[src/rtl/cgate_meter_pkg.sv]
// Shared types and defaults for the C-gate ring meter.
// The continuous mode is selected by CGATE_RING_METER_CONTINUOUS_EN in the top.
package cgate_meter_pkg;

  typedef enum logic [1:0] {
    IDLE = 2'd0,
    ARM  = 2'd1,
    GATE = 2'd2,
    DONE = 2'd3
  } meter_state_e;

  localparam int DEF_CNT_W       = 16;
  localparam int DEF_WINDOW_LOG2 = 10;
  localparam int DEF_SYNC_STAGES = 2;

  // Largest value representable in w bits, clamped to 32 bits.
  function automatic logic [31:0] satMax(input int w);
    if (w >= 32) return 32'hFFFF_FFFF;
    return (32'd1 << w) - 32'd1;
  endfunction

endpackage

[src/rtl/cgate_meter_sync.sv]
// Multi-stage synchronizer for all ring inputs plus per-channel rising-edge detect.
module cgate_meter_sync
  import cgate_meter_pkg::*;
#(
  parameter int NUM_CH      = 8,
  parameter int SYNC_STAGES = DEF_SYNC_STAGES
) (
  input  logic              clk,
  input  logic              rst_n,
  input  logic [NUM_CH-1:0] i_async,
  output logic [NUM_CH-1:0] o_sync,
  output logic [NUM_CH-1:0] o_rise
);

  logic [NUM_CH-1:0] r_stage [SYNC_STAGES];
  logic [NUM_CH-1:0] r_prev;

  always_ff @(posedge clk or negedge rst_n) begin
    if (!rst_n) begin
      for (int s = 0; s < SYNC_STAGES; s++) r_stage[s] <= '0;
      r_prev <= '0;
    end else begin
      r_stage[0] <= i_async;
      for (int s = 1; s < SYNC_STAGES; s++) r_stage[s] <= r_stage[s-1];
      r_prev <= r_stage[SYNC_STAGES-1];
    end
  end

  assign o_sync = r_stage[SYNC_STAGES-1];
  assign o_rise = o_sync & ~r_prev;

endmodule

[src/rtl/cgate_ring_meter.sv]
// Gated rising-edge counter for one selected asynchronous ring/C-gate output.
// Define CGATE_RING_METER_CONTINUOUS_EN to repeat windows while start stays high.
module cgate_ring_meter
  import cgate_meter_pkg::*;
#(
  parameter int NUM_CH      = 8,
  parameter int CH_W        = 3,
  parameter int CNT_W       = DEF_CNT_W,
  parameter int WINDOW_LOG2 = DEF_WINDOW_LOG2,
  parameter int SYNC_STAGES = DEF_SYNC_STAGES
) (
  input  logic              clk,
  input  logic              rst_n,
  input  logic [NUM_CH-1:0] ring_in,
  input  logic [CH_W-1:0]   ch_sel,
  input  logic              start,
  output logic              busy,
  output logic              done,
  output logic [CNT_W-1:0]  count,
  output logic              overflow
);

  localparam int ARM_W = $clog2(SYNC_STAGES + 1);
  localparam int PH_W  = (WINDOW_LOG2 > ARM_W) ? WINDOW_LOG2 : ARM_W;
  localparam logic [PH_W-1:0]  L_ARM_LAST  = PH_W'(SYNC_STAGES);
  localparam logic [PH_W-1:0]  L_GATE_LAST = PH_W'((1 << WINDOW_LOG2) - 1);
  localparam logic [CNT_W-1:0] L_CNT_MAX   = CNT_W'(satMax(CNT_W));

  meter_state_e      r_state;
  meter_state_e      w_nextState;
  logic [CH_W-1:0]   r_ch;
  logic [PH_W-1:0]   r_phase;
  logic [CNT_W-1:0]  r_work;
  logic              r_workOvf;
  logic [CNT_W-1:0]  r_count;
  logic              r_ovf;

  logic [NUM_CH-1:0] w_sync;
  logic [NUM_CH-1:0] w_rise;
  logic [CH_W-1:0]   w_chMapped;
  logic              w_selRise;
  logic              w_armLast;
  logic              w_gateLast;
  logic              w_atMax;
  logic [CNT_W-1:0]  w_workNext;
  logic              w_ovfNext;

  cgate_meter_sync #(
    .NUM_CH      (NUM_CH),
    .SYNC_STAGES (SYNC_STAGES)
  ) u_sync (
    .clk     (clk),
    .rst_n   (rst_n),
    .i_async (ring_in),
    .o_sync  (w_sync),
    .o_rise  (w_rise)
  );

  assign w_chMapped = (32'(ch_sel) >= NUM_CH) ? '0 : ch_sel;
  assign w_selRise  = w_rise[r_ch] & w_sync[r_ch];
  assign w_armLast  = (r_phase == L_ARM_LAST);
  assign w_gateLast = (r_phase == L_GATE_LAST);
  assign w_atMax    = (r_work == L_CNT_MAX);
  assign w_workNext = (w_selRise && !w_atMax) ? r_work + CNT_W'(1) : r_work;
  assign w_ovfNext  = r_workOvf | (w_selRise & w_atMax);

  always_ff @(posedge clk or negedge rst_n) begin
    if (!rst_n) r_state <= IDLE;
    else        r_state <= w_nextState;
  end

  always_comb begin
    w_nextState = r_state;
    busy        = 1'b1;
    done        = 1'b0;
    case (r_state)
      IDLE: begin
        busy = 1'b0;
        if (start) w_nextState = ARM;
      end
      ARM:  if (w_armLast) w_nextState = GATE;
      GATE: if (w_gateLast) w_nextState = DONE;
      DONE: begin
        done = 1'b1;
`ifdef CGATE_RING_METER_CONTINUOUS_EN
        w_nextState = start ? ARM : IDLE;
`else
        w_nextState = IDLE;
`endif
      end
      default: w_nextState = IDLE;
    endcase
  end

  // Results are loaded with the last gate cycle's edge included, so they are
  // already valid during the DONE cycle alongside the done pulse.
  always_ff @(posedge clk or negedge rst_n) begin
    if (!rst_n) begin
      r_ch      <= '0;
      r_phase   <= '0;
      r_work    <= '0;
      r_workOvf <= 1'b0;
      r_count   <= '0;
      r_ovf     <= 1'b0;
    end else begin
      case (r_state)
        IDLE: begin
          r_phase <= '0;
          if (start) r_ch <= w_chMapped;
        end
        ARM: begin
          r_work    <= '0;
          r_workOvf <= 1'b0;
          r_phase   <= w_armLast ? '0 : r_phase + PH_W'(1);
        end
        GATE: begin
          r_work    <= w_workNext;
          r_workOvf <= w_ovfNext;
          r_phase   <= w_gateLast ? '0 : r_phase + PH_W'(1);
          if (w_gateLast) begin
            r_count <= w_workNext;
            r_ovf   <= w_ovfNext;
          end
        end
        default: r_phase <= '0;
      endcase
    end
  end

  assign count    = r_count;
  assign overflow = r_ovf;

endmodule
[config.mk]
export PLATFORM = sky130hd
export DESIGN_NAME = cgate_ring_meter
export DESIGN_NICKNAME = d
export VERILOG_FILES = /design/src/rtl/cgate_meter_pkg.sv /design/src/rtl/cgate_meter_sync.sv /design/src/rtl/cgate_ring_meter.sv
export SDC_FILE = /design/constraint.sdc
export NUM_CORES = 1
export LEC_CHECK = 0
export BUFFER_PORTS_ARGS = -buffer_cell sky130_fd_sc_hd__buf_2
export CORE_MARGIN = 1.5
export CORE_UTILIZATION = 25
export CTS_CLUSTER_DIAMETER = 60
export DETAILED_ROUTE_END_ITERATION = 8
export PLACE_DENSITY_LB_ADDON = 0.3
export SLEW_MARGIN = 10
export SYNTH_ARGS = -nofsm -noshare
export SYNTH_HDL_FRONTEND = slang
export SYNTH_SLANG_ARGS = --single-unit
[constraint.sdc]
create_clock -name clk -period 3.6 [get_ports clk]
set_input_delay 0.36 -clock clk [delete_from_list [all_inputs] [get_ports clk]]
set_output_delay 0.36 -clock clk [all_outputs]
set_load 0.03 [all_outputs]
# --- After elaboration in Yosys (flattened, before gate mapping) ---
# Cells that the tools add are included.
totals:
  reg_bits: 73
  latchBits: 0
  mem_bits_rw: 0
  mem_bits_ro: 0
  input_bits: 14
  out_inout_bits: 19
  elab_cells: 50
  mem_count: 0
classes:
  addsub: 2
  multipliers: 0
  div: 0
  n_lt_le_gt_ge: 1
  n_eq_ne: 9
  shift: 0
  mux: 16
  bitwise_logic: 5
  reduce_logical: 7
ops:
  columns: ["op", "count"]
  rows:
  - ["one-hot mux 16 bit (2 select lines)", 1]
  - ["two-way mux 10 bit", 2]
  - ["one-hot mux 10 bit (2 select lines)", 1]
  - ["adder 16 x 1 -> 16 bit, second input constant", 1]
  - ["== test 16 bit, second input constant", 1]
  - ["two-way mux 16 bit", 1]
  - ["adder 10 x 1 -> 10 bit, second input constant", 1]
  - ["== test 10 bit, second input constant", 1]
  - ["== test 10 x 2 -> 1 bit, second input constant", 1]
  - ["AND 8 bit", 1]
  - ["inverter 8 bit", 1]
  - ["one-hot mux 2 bit (4 select lines)", 1]
  - ["binary-select mux 1 bit (select 3 bit)", 2]
  - ["two-way mux 2 bit", 3]
  - ["inequality test 2 bit, second input constant", 3]
  - ["== test 2 bit, second input constant", 2]
  - ["less-than comparator 3 x 4 -> 1 bit, second input constant", 1]
  - ["two-way mux 1 bit", 4]
  - ["AND reduction 2 bit", 2]
  - ["AND reduction 3 bit", 1]
  - ["AND 1 bit", 2]
  - ["== test 2 x 1 -> 1 bit, second input constant", 1]
  - ["logical NOT 2 bit", 1]
  - ["one-hot mux 1 bit (2 select lines)", 1]
  - ["4 further kinds", 4]

# --- Logic depth before layout (Yosys ltp) ---
depth:
  word_depth: 8
  mapped_depth: 9

# --- Modules after synthesis ---
# Synthesis repeated with hierarchy kept, for this count alone.
unflattened:
  cells_unflattened: 352
  area_unflattened_um2: 3724.8
modules_own_cells:
  columns: ["module", "n_inst", "cells_per_inst", "area_each_um2", "seq_area_each_um2"]
  rows:
  - ["cgate_ring_meter", 1, 312, 2954.1, 1226.2]
  - ["cgate_meter_sync", 1, 40, 770.7, 600.6]

# --- Worst setup path after synthesis ---
# Ideal clock, no wire load.
synth_path:
  path_kind: "flip-flop to flip-flop"
  from: "register r_ch[0]"
  to: "register r_work[6]"
  setup_ps: 146
  arrival_ps: 1864
  t_required_ps: 3454
  path_slack_ps: 1589
  stages_incl_launch_ff: 8
  path_buffers: 1
  cell_sequence: "dfrtp_1 -> or3b_1 -> o2111ai_2 -> o311a_4 -> nand2_4 -> buf_2 -> o311ai_0 -> o311ai_1"
synth_via:
  elab_chain_len: 6
  word_cells_on_any_way: 8
  classes_between: "mux (6); bitwise (1); reduce/logical (1)"
synth_rtl:
  columns: ["element", "line", "source"]
  rows:
  - ["from (decl)", "cgate_ring_meter.sv:31", "logic [CH_W-1:0] r_ch;"]
  - ["from (signal assigned)", "cgate_ring_meter.sv:109", "if (start) r_ch <= w_chMapped;"]
  - ["binary-select mux 1 bit (select 3 bit)", "cgate_ring_meter.sv:60", "assign w_selRise = w_rise[r_ch] & w_sync[r_ch];"]
  - ["two-way mux 1 bit (not written as such)", "cgate_ring_meter.sv:60", null]
  - ["AND 1 bit *", "cgate_ring_meter.sv:60", null]
  - ["logical AND 1 bit *", "cgate_ring_meter.sv:64", "assign w_workNext = (w_selRise && !w_atMax) ? r_work + CNT_W'(1) : r_work;"]
  - ["two-way mux 16 bit *", "cgate_ring_meter.sv:64", null]
  - ["one-hot mux 16 bit (2 select lines) *", "cgate_ring_meter.sv:106", "case (r_state)"]
  - ["to (signal assigned)", "cgate_ring_meter.sv:117", "r_work <= w_workNext;"]
  - ["to (decl)", "cgate_ring_meter.sv:33", "logic [CNT_W-1:0] r_work;"]
# Every way passes the cells marked *; elsewhere a longest branch is shown, timed or not. The select of a mux whose other input is x is not followed.
# A chain may end at the register's enable or synchronous reset.

# --- Worst setup path after layout ---
layout_path:
  from: "register r_ch[0]"
  to: "register r_work[13]"
# The elaborated chain is that of the path after synthesis.

==> flow_summary.yaml <==
synthesis:
  yosysTopAreaCellShare: 0.527
  synth_top_family_by_area: "simple AND/OR/NAND/NOR gates"
  yosys.area_share.simple: 0.214
  ys_top_cells_by_area: "dfrtp_1 (53%), nand3_1 (3.5%), nor2_1 (3.0%)"
  syn_area_um2: 3460
  yosysWarnings: 0
  synth-seq-cells: 73
  synth_top_area_cell: "dfrtp_1"
  synth-compound-area-share: 0.135
  synth_cells: 337
  synth-edff-count: 0
  synth_most_common_cell: "dfrtp_1"
  async_flop_share: 1.00
  synthesis.nets: 359
  synth_common_cells: "dfrtp_1 (73), nor2_1 (28), nand2_1 (25)"
  synth_seq_area_share: 0.527
  synth.avg_cell_area_um2: 10.3
  synthAdderAreaFrac: 0.0289
  synth_ff_type: "dfrtp_1"
  synthMuxAreaShare: 0.0217
  synthXorXnorAreaFrac: 0.0329
  ys_types: 53
status:
  outcome: "completed"
route:
  drtIter0Drc: 131
  vias: 2633
  wire_per_inst_um: 13.9
  drtPass1Iterations: 4
  drc: 0
  avgViaCountPerCell: 4.79
  drt-total-wl_um: 7670
  drtAntennaViolNets: 0
floorplan:
  start_util: 0.258
  boundaryPins: 33
  die_h_um: 121
  coreArea_um2: 13400
  num_rows: 42
  die_x_um: 121
  die_area_um2: 14600
timing:
  max_slew_margin: 0.548
  hold_viol: 0
  timing.fmax_mhz: 432
  min_period_ns: 2.31
  whs_ns: 0.131
  skew_ns: 0.00540
  slew_violations: 0
  rsz0062_at_grt: "false"
  finalCritPeriodShare: 0.642
  worst_slack_ns: 1.29
  setup_tns_ns: 0
  tightest_slew_ns: 0.676
  finalSetupViolations: 0
pwr:
  p_per_area_nw_per_um2: 461
  p_sw_uw: 441
  intPower_mw: 1.45
  pwr-share-comb: 0.054
  switching_share: 0.233
  p_clk_frac: 0.474
  vdd_drop_max_uv: 211
  total_power_mw: 1.90
  leakagePower_nw: 1.78
  seq_power_share: 0.472
worst_setup_path:
  r2r-start: "r_ch[0]"
  cp-start-kind: "register"
  r2r_slack_ns: 1.29
  critPathCaptureType: "register"
  crit_arrival_ns: 2.53
  path_max_fanout: 12
  r2r_cells: 6
  timing.rr.end: "r_work[13]"
  critPathLaunch: "r_ch[0]"
  cpPeakStageDelay_ns: 0.48
  slowest_stage: "dfrtp_1"
  path_class: "reg2reg"
  crit_required_ns: 3.82
  path_cells: "or3b_1 > o2111ai_2 > o311a_4 > and2_1 > nand3_1 > a311o_1"
global_route:
  antenna_found_initial: 0
  grt_first_pass_wirelength_um: 12700
  grt_pass1_vias: 2501
  grt_max_degree: 39
  grtUsageTotal: 0.112
  grt.overflow.total: 0
place:
  place_congestion: 0.785
  preCtsSetupSlack_ns: 1.28
  dpl.cell_count: 533
  hpwl_um: 5160
  port_buffers: 32
clocking:
  ctsResizeCount: 0
  cts_setup_buffers: 0
  clk_pin_slew_ns: 0.06
  htree_levels: 3
  root_buffer: "clkbuf_16"
  clockBufferDepth: 2
  cts_tree: "built"
  cts.sinks: 73
  clock_latency_ns: 0.33
  cts_buffers: 9
finish:
  antenna-diode-count: 0
  drive_gt1_frac: 0.166
  final-instance-count-excl-fill: 550
  syn_to_final_growth_pct: 18.7
  fin_nets: 391
job:
  drv_cap: 0
worst_hold_path:
  min-delay-start: "ring_in[5]"
  worstHoldEndpoint: "u_sync.r_stage[13]"
  hold_depth: 1
  min_path_type: "in2reg"
[per-stage QoR]
step                area [um^2]   util
finish                     4110  0.307
global route               4110  0.307
CTS                        4110  0.307
detailed placement         3800  0.284
global placement           3800  0.284
floorplan                  3460      -
[flip-flops by register name, summed over array words and instances, names as in the netlist]
signal and count:
u_sync.r_stage 8, overflow 1, r_phase 10, r_ch 3, count 16, r_work 16, r_workOvf 1, u_sync.o_sync 8
u_sync.r_prev 8, r_state 2
[placed cells by master, fill, tap and decap left out, drive strengths merged, types with 9 or more instances in the layout]
cell type,synthesis,final
a31oi,10,10
buf,7,38
clkbuf,11,12
dfrtp,73,73
inv,14,14
nand2,26,26
nand2b,9,9
nand3,24,24
nand4,9,9
nor2,28,28
o21ai,16,16
[layout make-up]
cell class | instances | area [um^2]
sequential | 73 | 1830
inverter | 14 | 52.6
multi-input combinational | 232 | 1500
tap | 176 | 220
timing repair buffer | 39 | 215
clock buffer | 12 | 246
clock inverter | 4 | 52.6
fill | 1394 | 9290
[repair_timing]
| item | CTS | global route |
|---|---|---|
| setup endpoints to repair | 0 | 0 |
| hold endpoints to repair | 16 | 0 |
| hold buffers | 1 | 0 |
[critical path, delay by kind of cell, from the launching register on]
family	cells	cell delay [ns]
simple gates	3	0.98
compound gates	3	0.75
flops	1	0.48
[logic make-up after synthesis]
kind of cell | after synthesis
simple gates | 140
flops | 73
compound gates | 64
buf+inv | 32
xor+xnor | 13
fa+ha+maj | 8
mux | 7
[worst max path at each step]
stage / endpoint / slack (ns) / depth (start not counted)
detailed placement: count[2] / 1.28 / 5
global placement: count[2] / 1.31 / 5
global route: count[2] / 1.07 / 6
finish: r_work[13] / 1.29 / 6
CTS: count[2] / 1.26 / 5
floorplan: r_work[6] / 1.59 / 7
[power groups by stage]
| stage | clock network [mW] | registers [mW] | logic (mW) |
|---|---|---|---|
| final | 0.898 | 0.895 | 0.102 |
| after floorplan | 0 | 0.898 | 0.0682 |
| after CTS | 0.924 | 0.895 | 0.105 |
| after global routing | 0.963 | 0.900 | 0.118 |
| after global placement | 0 | 0.908 | 0.101 |
| after detailed placement | 0 | 0.910 | 0.104 |
[per-layer routing]
layer  GRT usage  up-vias  share of wire
met5           0        -              0
met4      0.0478        0          0.022
met3      0.0368       15          0.037
met2       0.172       53           0.46
met1       0.145     1283           0.48
li1            -     1282              -
Note: power is estimated with default switching activity, not from simulation.
